**config.mk**
```make
export PLATFORM = sky130hd
export DESIGN_NAME = i2c_frame_sequencer
export DESIGN_NICKNAME = d
export VERILOG_FILES = /design/src/rtl/i2c_frame_sequencer.sv
export SDC_FILE = /design/constraint.sdc
export NUM_CORES = 1
export LEC_CHECK = 0
export ABC_AREA = 1
export BUFFER_PORTS_ARGS = -buffer_cell sky130_fd_sc_hd__clkbuf_2
export CAP_MARGIN = 40
export CORE_MARGIN = 3
export CORE_UTILIZATION = 39
export DETAILED_ROUTE_END_ITERATION = 7
export HOLD_SLACK_MARGIN = 0.1
export SKIP_LAST_GASP = 1
export SLEW_MARGIN = 30
export SYNTH_ARGS = -nofsm -noshare
export SYNTH_HDL_FRONTEND = slang
export SYNTH_SLANG_ARGS = --single-unit
```
**constraint.sdc**
```tcl
create_clock -name clk -period 1.65 [get_ports clk]
set_clock_uncertainty 0.15 [all_clocks]
set_input_delay 0 -clock clk [delete_from_list [all_inputs] [get_ports clk]]
set_output_delay 0 -clock clk [all_outputs]
set_load 0.02 [all_outputs]
```
**src/rtl/i2c_frame_sequencer.sv**
```systemverilog
// I2C write-frame sequencer: START+ADDR, NUM_BYTES payload bytes, STOP,
// with NACK retry, abort and done/error status. Optional: I2C_FRAME_CHECKSUM_EN.
//
// Ports:
//   clk, reset        : clock, asynchronous active-high reset
//   send_trigger      : rising edge (in IDLE) starts a frame
//   payload           : byte k at [8k+7:8k], byte 0 sent first
//   abort             : cancel the frame in progress
//   ready/tx_done/nack: byte-level master status
//   start/stop/i2c_en : command to the master, tx_data its byte
//   busy/done/error   : frame status, retry_cnt retries used
module i2c_frame_sequencer #(
  parameter int         NUM_BYTES = 5,
  parameter logic [7:0] SLV_ADDR  = 8'hAA,
  parameter int         MAX_RETRY = 2
) (
  input  logic                   clk,
  input  logic                   reset,
  input  logic                   send_trigger,
  input  logic [NUM_BYTES*8-1:0] payload,
  input  logic                   abort,
  input  logic                   ready,
  input  logic                   tx_done,
  input  logic                   nack,
  output logic                   start,
  output logic                   stop,
  output logic                   i2c_en,
  output logic [7:0]             tx_data,
  output logic                   busy,
  output logic                   done,
  output logic                   error,
  output logic [2:0]             retry_cnt
);

  localparam int IW = $clog2(NUM_BYTES + 1);

`ifdef I2C_FRAME_CHECKSUM_EN
  localparam logic [IW-1:0] LAST_IDX = IW'(NUM_BYTES);
`else
  localparam logic [IW-1:0] LAST_IDX = IW'(NUM_BYTES - 1);
`endif

  typedef enum logic [3:0] {
    S_IDLE,
    S_START,
    S_WAIT_ADDR,
    S_SEND,
    S_WAIT_DATA,
    S_RTY_STOP,
    S_RTY_WAIT,
    S_STOP,
    S_STOP_WAIT,
    S_ABT_HOLD,
    S_ABT_STOP,
    S_ABT_WAIT,
    S_DONE,
    S_FAIL
  } state_t;

  state_t                 state, state_n;
  logic [NUM_BYTES*8-1:0] shadow, shadow_n;
  logic [IW-1:0]          idx, idx_n, idx_inc;
  logic [7:0]             tx_n, nxt_byte;
  logic [2:0]             cnt_n;
  logic                   trig_q;
  logic                   rise, cmpl, bad;
  logic                   in_flight, abortable;

  always_ff @(posedge clk or posedge reset) begin
    if (reset) begin
      state     <= S_IDLE;
      shadow    <= '0;
      idx       <= '0;
      tx_data   <= '0;
      retry_cnt <= '0;
      trig_q    <= 1'b0;
    end else begin
      state     <= state_n;
      shadow    <= shadow_n;
      idx       <= idx_n;
      tx_data   <= tx_n;
      retry_cnt <= cnt_n;
      trig_q    <= send_trigger;
    end
  end

  assign idx_inc = idx + 1'b1;

  // Byte that follows the current one; past the payload it is the checksum.
  always_comb begin
    logic [7:0] csum;
    csum     = SLV_ADDR;
    nxt_byte = '0;
    for (int k = 0; k < NUM_BYTES; k++) begin
      csum = csum ^ shadow[8*k +: 8];
      if (IW'(k) == idx_inc) nxt_byte = shadow[8*k +: 8];
    end
`ifdef I2C_FRAME_CHECKSUM_EN
    if (idx_inc == IW'(NUM_BYTES)) nxt_byte = csum;
`else
    if (csum == 8'h00) nxt_byte = nxt_byte;
`endif
  end

  assign rise = send_trigger & ~trig_q;
  assign cmpl = tx_done | ready;
  assign bad  = tx_done & nack;

  assign in_flight = state inside
    {S_START, S_WAIT_ADDR, S_SEND, S_WAIT_DATA};
  assign abortable = !(state inside
    {S_IDLE, S_ABT_HOLD, S_ABT_STOP, S_ABT_WAIT});

  always_comb begin
    state_n  = state;
    shadow_n = shadow;
    idx_n    = idx;
    tx_n     = tx_data;
    cnt_n    = retry_cnt;
    if (abort && abortable) begin
      // In-flight frames must be closed on the bus first.
      state_n = in_flight ? S_ABT_HOLD : S_IDLE;
    end else begin
      unique case (state)
        S_IDLE: if (rise) begin
          shadow_n = payload;
          tx_n     = SLV_ADDR;
          cnt_n    = '0;
          idx_n    = '0;
          state_n  = S_START;
        end
        S_START: if (!ready) state_n = S_WAIT_ADDR;
        S_WAIT_ADDR: if (cmpl) begin
          if (bad) begin
            state_n = S_RTY_STOP;
          end else begin
            idx_n   = '0;
            tx_n    = shadow[7:0];
            state_n = S_SEND;
          end
        end
        S_SEND: if (!ready) state_n = S_WAIT_DATA;
        S_WAIT_DATA: if (cmpl) begin
          if (bad) begin
            state_n = S_RTY_STOP;
          end else if (idx == LAST_IDX) begin
            state_n = S_STOP;
          end else begin
            idx_n   = idx_inc;
            tx_n    = nxt_byte;
            state_n = S_SEND;
          end
        end
        S_RTY_STOP: if (!ready) state_n = S_RTY_WAIT;
        S_RTY_WAIT: if (ready) begin
          if (retry_cnt < 3'(MAX_RETRY)) begin
            cnt_n   = retry_cnt + 3'd1;
            tx_n    = SLV_ADDR;
            state_n = S_START;
          end else begin
            state_n = S_FAIL;
          end
        end
        S_STOP:      if (!ready) state_n = S_STOP_WAIT;
        S_STOP_WAIT: if (ready) state_n = S_DONE;
        // Let the master finish its current byte before the STOP.
        S_ABT_HOLD:  if (ready) state_n = S_ABT_STOP;
        S_ABT_STOP:  if (!ready) state_n = S_ABT_WAIT;
        S_ABT_WAIT:  if (ready) state_n = S_FAIL;
        S_DONE:      if (!send_trigger) state_n = S_IDLE;
        S_FAIL:      if (!send_trigger) state_n = S_IDLE;
        default:     state_n = S_IDLE;
      endcase
    end
  end

  assign start  = (state == S_START);
  assign stop   = state inside {S_RTY_STOP, S_STOP, S_ABT_STOP};
  assign i2c_en = start | stop | (state == S_SEND);
  assign busy   = (state != S_IDLE);
  assign done   = (state == S_DONE);
  assign error  = (state == S_FAIL);

endmodule

```
==> results.ini <==
[outcome]
status = complete, but fails checks
failed_checks = negative setup slack

[critical_path]
worstPathRequired_ns = 1.77
crit_path_end_kind = flop
crit_arrival_ns = 1.97
path_max_fanout = 16
startpoint_type = flop
worst-setup-path-type = reg -> reg

[final_layout]
area_growth_pct = 58.21
fin_nets = 643
fin_util_pct = 63.92
register_area_um2 = 1480
layout.cells.non_filler = 700
final_common_cell = clkbuf_2
final_cell_mix = clkbuf_2, dfrtp_1, inv_1
multiInputGateArea_um2 = 1913
fillCellCount = 697
antenna_cells = 0
drive_above_1_share_pct = 41.51

[synth]
synth_top_family_by_area = simple AND/OR/NAND/NOR gates
synth_cells = 427
synth_adder_area_share_pct = 2.239
synth-warning-count = 0
async_flop_share_pct = 100.0
ys_ff_latch = 59
synth_flop_cell = dfrtp_1
syn_nets = 480
synth_compound_area_share_pct = 9.739
synth.mux.area_fraction_pct = 7.351
avgSynthCellArea_um2 = 7.853
synth_cell_types = 33
ys_seq_area_share_pct = 44.03
synth_edf_count = 0
synth-simple-area-share_pct = 27.31
synth_xor_area_share_pct = 0.2612
syn_area_um2 = 3353

[die]
die-area_um2 = 9747
start_util_pct = 40.40
core_um2 = 8299
die_w_um = 98.73
rows = 33
die_h_um = 98.73
io_pins = 64

[place]
placedCellCount = 631
dp_slack_ns = -0.1662
dpl.hpwl_um = 7094
routabilityCongestion = 0.9105
port_buffers = 63

[timing]
holdWs_ns = 0.2062
finalWorstSetupSlack_ns = -0.2023
grt_setup_unrepaired = yes
maxSlewViolCount = 0
max_freq_mhz = 539.9
tightest_slew_ns = 0.3949
report.final.hold_viol_count = 0
fin_crit_sh_pct = 112.3
setup_viol = 59
finalSetupTns_ns = -5.057
period_minus_slack_ns = 1.852
slew-limit-headroom_pct = 73.62

[drt]
via_count = 3469
dr.first_iter.drc_count = 172
via_per_inst = 4.956
routed_wl_um = 10210
dr.pass1.iters = 4
drcViolationCount = 0
ant_nets = 0
wl_per_cell_um = 14.58

[power_and_ir_drop]
combinationalPowerShare_pct = 53.8
power.switching_uw = 3455
p_sw_share_pct = 41.38
pwr-share-clk_pct = 16.3
power_leakage_uw = 0.002698
p_per_area_nw_per_um2 = 1574
p_int_uw = 4894
power_frac_seq_pct = 29.9
ir_drop_mv = 0.9246

[global_route]
grt_start_max_net_pins = 32
antenna_found_initial = 0
grt_pass1_wl_um = 16830
track_usage_pct = 21.81
grt-ovfl-total = 0
grt_pass1_vias = 3466

[clocking]
cts_root_buf = clkbuf_8
clkLatencyLatePin_ns = 0.34
cts_buffer_depth = 2
clk_pin_slew_ns = 0.07
cts_tree = done
cts_made_buffers = 9
clock_sinks = 59
htreeDepth = 3

[flow_run]
maxCapViolCount = 0

[worst_hold_path]
min_path_type = in -> reg

cell type report:
cell class	count	area share, %
clock inverter	4	0.9198
sequential	59	27.90
multi-input combinational	291	36.06
clock buffer	12	2.925
timing repair buffer	167	25.07
tap	105	2.476
inverter	62	4.646
kinds of logic (layout without fill, tap and decap cells):
logic type,count (synthesis),after routing
AND/OR/NAND/NOR,199,199
multiplexers,22,22
AO/OA/AOI/OAI,63,63
XOR/XNOR,1,1
flip-flops,59,59
buffers and inverters,77,245
adder cells (fa/ha/maj),6,6
power groups by stage:
| stage | registers (uW) | logic, uW | clock network [uW] |
|---|---|---|---|
| after floorplan | 2480 | 2320 | 0 |
| after global placement | 2470 | 3650 | 0 |
| after detailed placement | 2490 | 3710 | 0 |
| after CTS | 2470 | 4170 | 1390 |
| after global routing | 2550 | 4930 | 1460 |
| final | 2500 | 4490 | 1360 |
synthesized netlist by cell type, types with 2 or more instances:
| cell | n | area [um2] |
|---|---|---|
| nand2_2 | 6 | 37.54 |
| clkbuf_1 | 7 | 26.28 |
| or2_2 | 2 | 12.51 |
| nand3_1 | 46 | 230.2 |
| a21oi_1 | 28 | 140.1 |
| o21ai_0 | 25 | 125.1 |
| nand2_1 | 67 | 251.5 |
| mux2_1 | 2 | 22.52 |
| ha_1 | 6 | 75.07 |
| nor2_2 | 4 | 25.02 |
| inv_2 | 5 | 18.77 |
| nor2_1 | 63 | 236.5 |
| dfrtp_1 | 59 | 1476 |
| buf_4 | 2 | 15.01 |
| nor2_4 | 3 | 33.78 |
| mux2_2 | 19 | 214.0 |
| buf_1 | 2 | 7.510 |
| o21ai_1 | 7 | 35.03 |
| buf_2 | 4 | 20.02 |
| nand3b_1 | 2 | 15.01 |
| inv_1 | 56 | 210.2 |
sequential cells by signal, indices dropped and copies added, names as in the netlist:
name       flops
state          4
trig_q         1
tx_data        8
idx            3
shadow        40
retry_cnt      3
critical path, cell delays in order (launching register included):
cell and delay (ns):
dfrtp_1 0.43, buf_6 0.14, inv_2 0.06, ha_4 0.17, buf_12 0.15, nor2_1 0.12, nand3_1 0.11, nand3_2 0.08
nand3_2 0.07, nand2_1 0.08, nand2_1 0.08, a21oi_1 0.14
final timing paths:
path                         startpoint            to  slack (ns)  depth (start not counted)
min                        send_trigger        trig_q        0.21                          2
min reg2reg                retry_cnt[0]  retry_cnt[0]        0.36                          1
max                              idx[0]    tx_data[6]       -0.20                         11
min in group asynchronous         reset    shadow[32]        0.62                          4
max in group asynchronous         reset    tx_data[1]        0.21                          5
max reg2reg                      idx[0]    tx_data[6]       -0.20                         11
timing repair:
item                                    in CTS  in global routing
hold endpoints to repair                   107                  0
gates resized for setup                     61                 40
hold buffers                                47                  0
setup buffers                                2                  2
pin swaps                                   19                  5
cloned                                       3                  0
endpoints found under the setup margin      53                 64
layer usage:
| metal | wire [um] | global-route usage (%) |
|---|---|---|
| met1 | 4507 | 27.41 |
| met3 | 403 | 4.246 |
| met4 | 192 | 7.563 |
| met5 | 0 | 0 |
| met2 | 5106 | 37.49 |
metrics by stage:
step	total power [uW]	instance area, um2
6_report	8349	5305
5_1_grt	8940	5305
4_1_cts	8039	5165
3_5_place_dp	6206	4225
3_3_place_gp	6116	4225
2_1_floorplan	4807	3462
No activity file was read; power rests on OpenSTA's default activity.
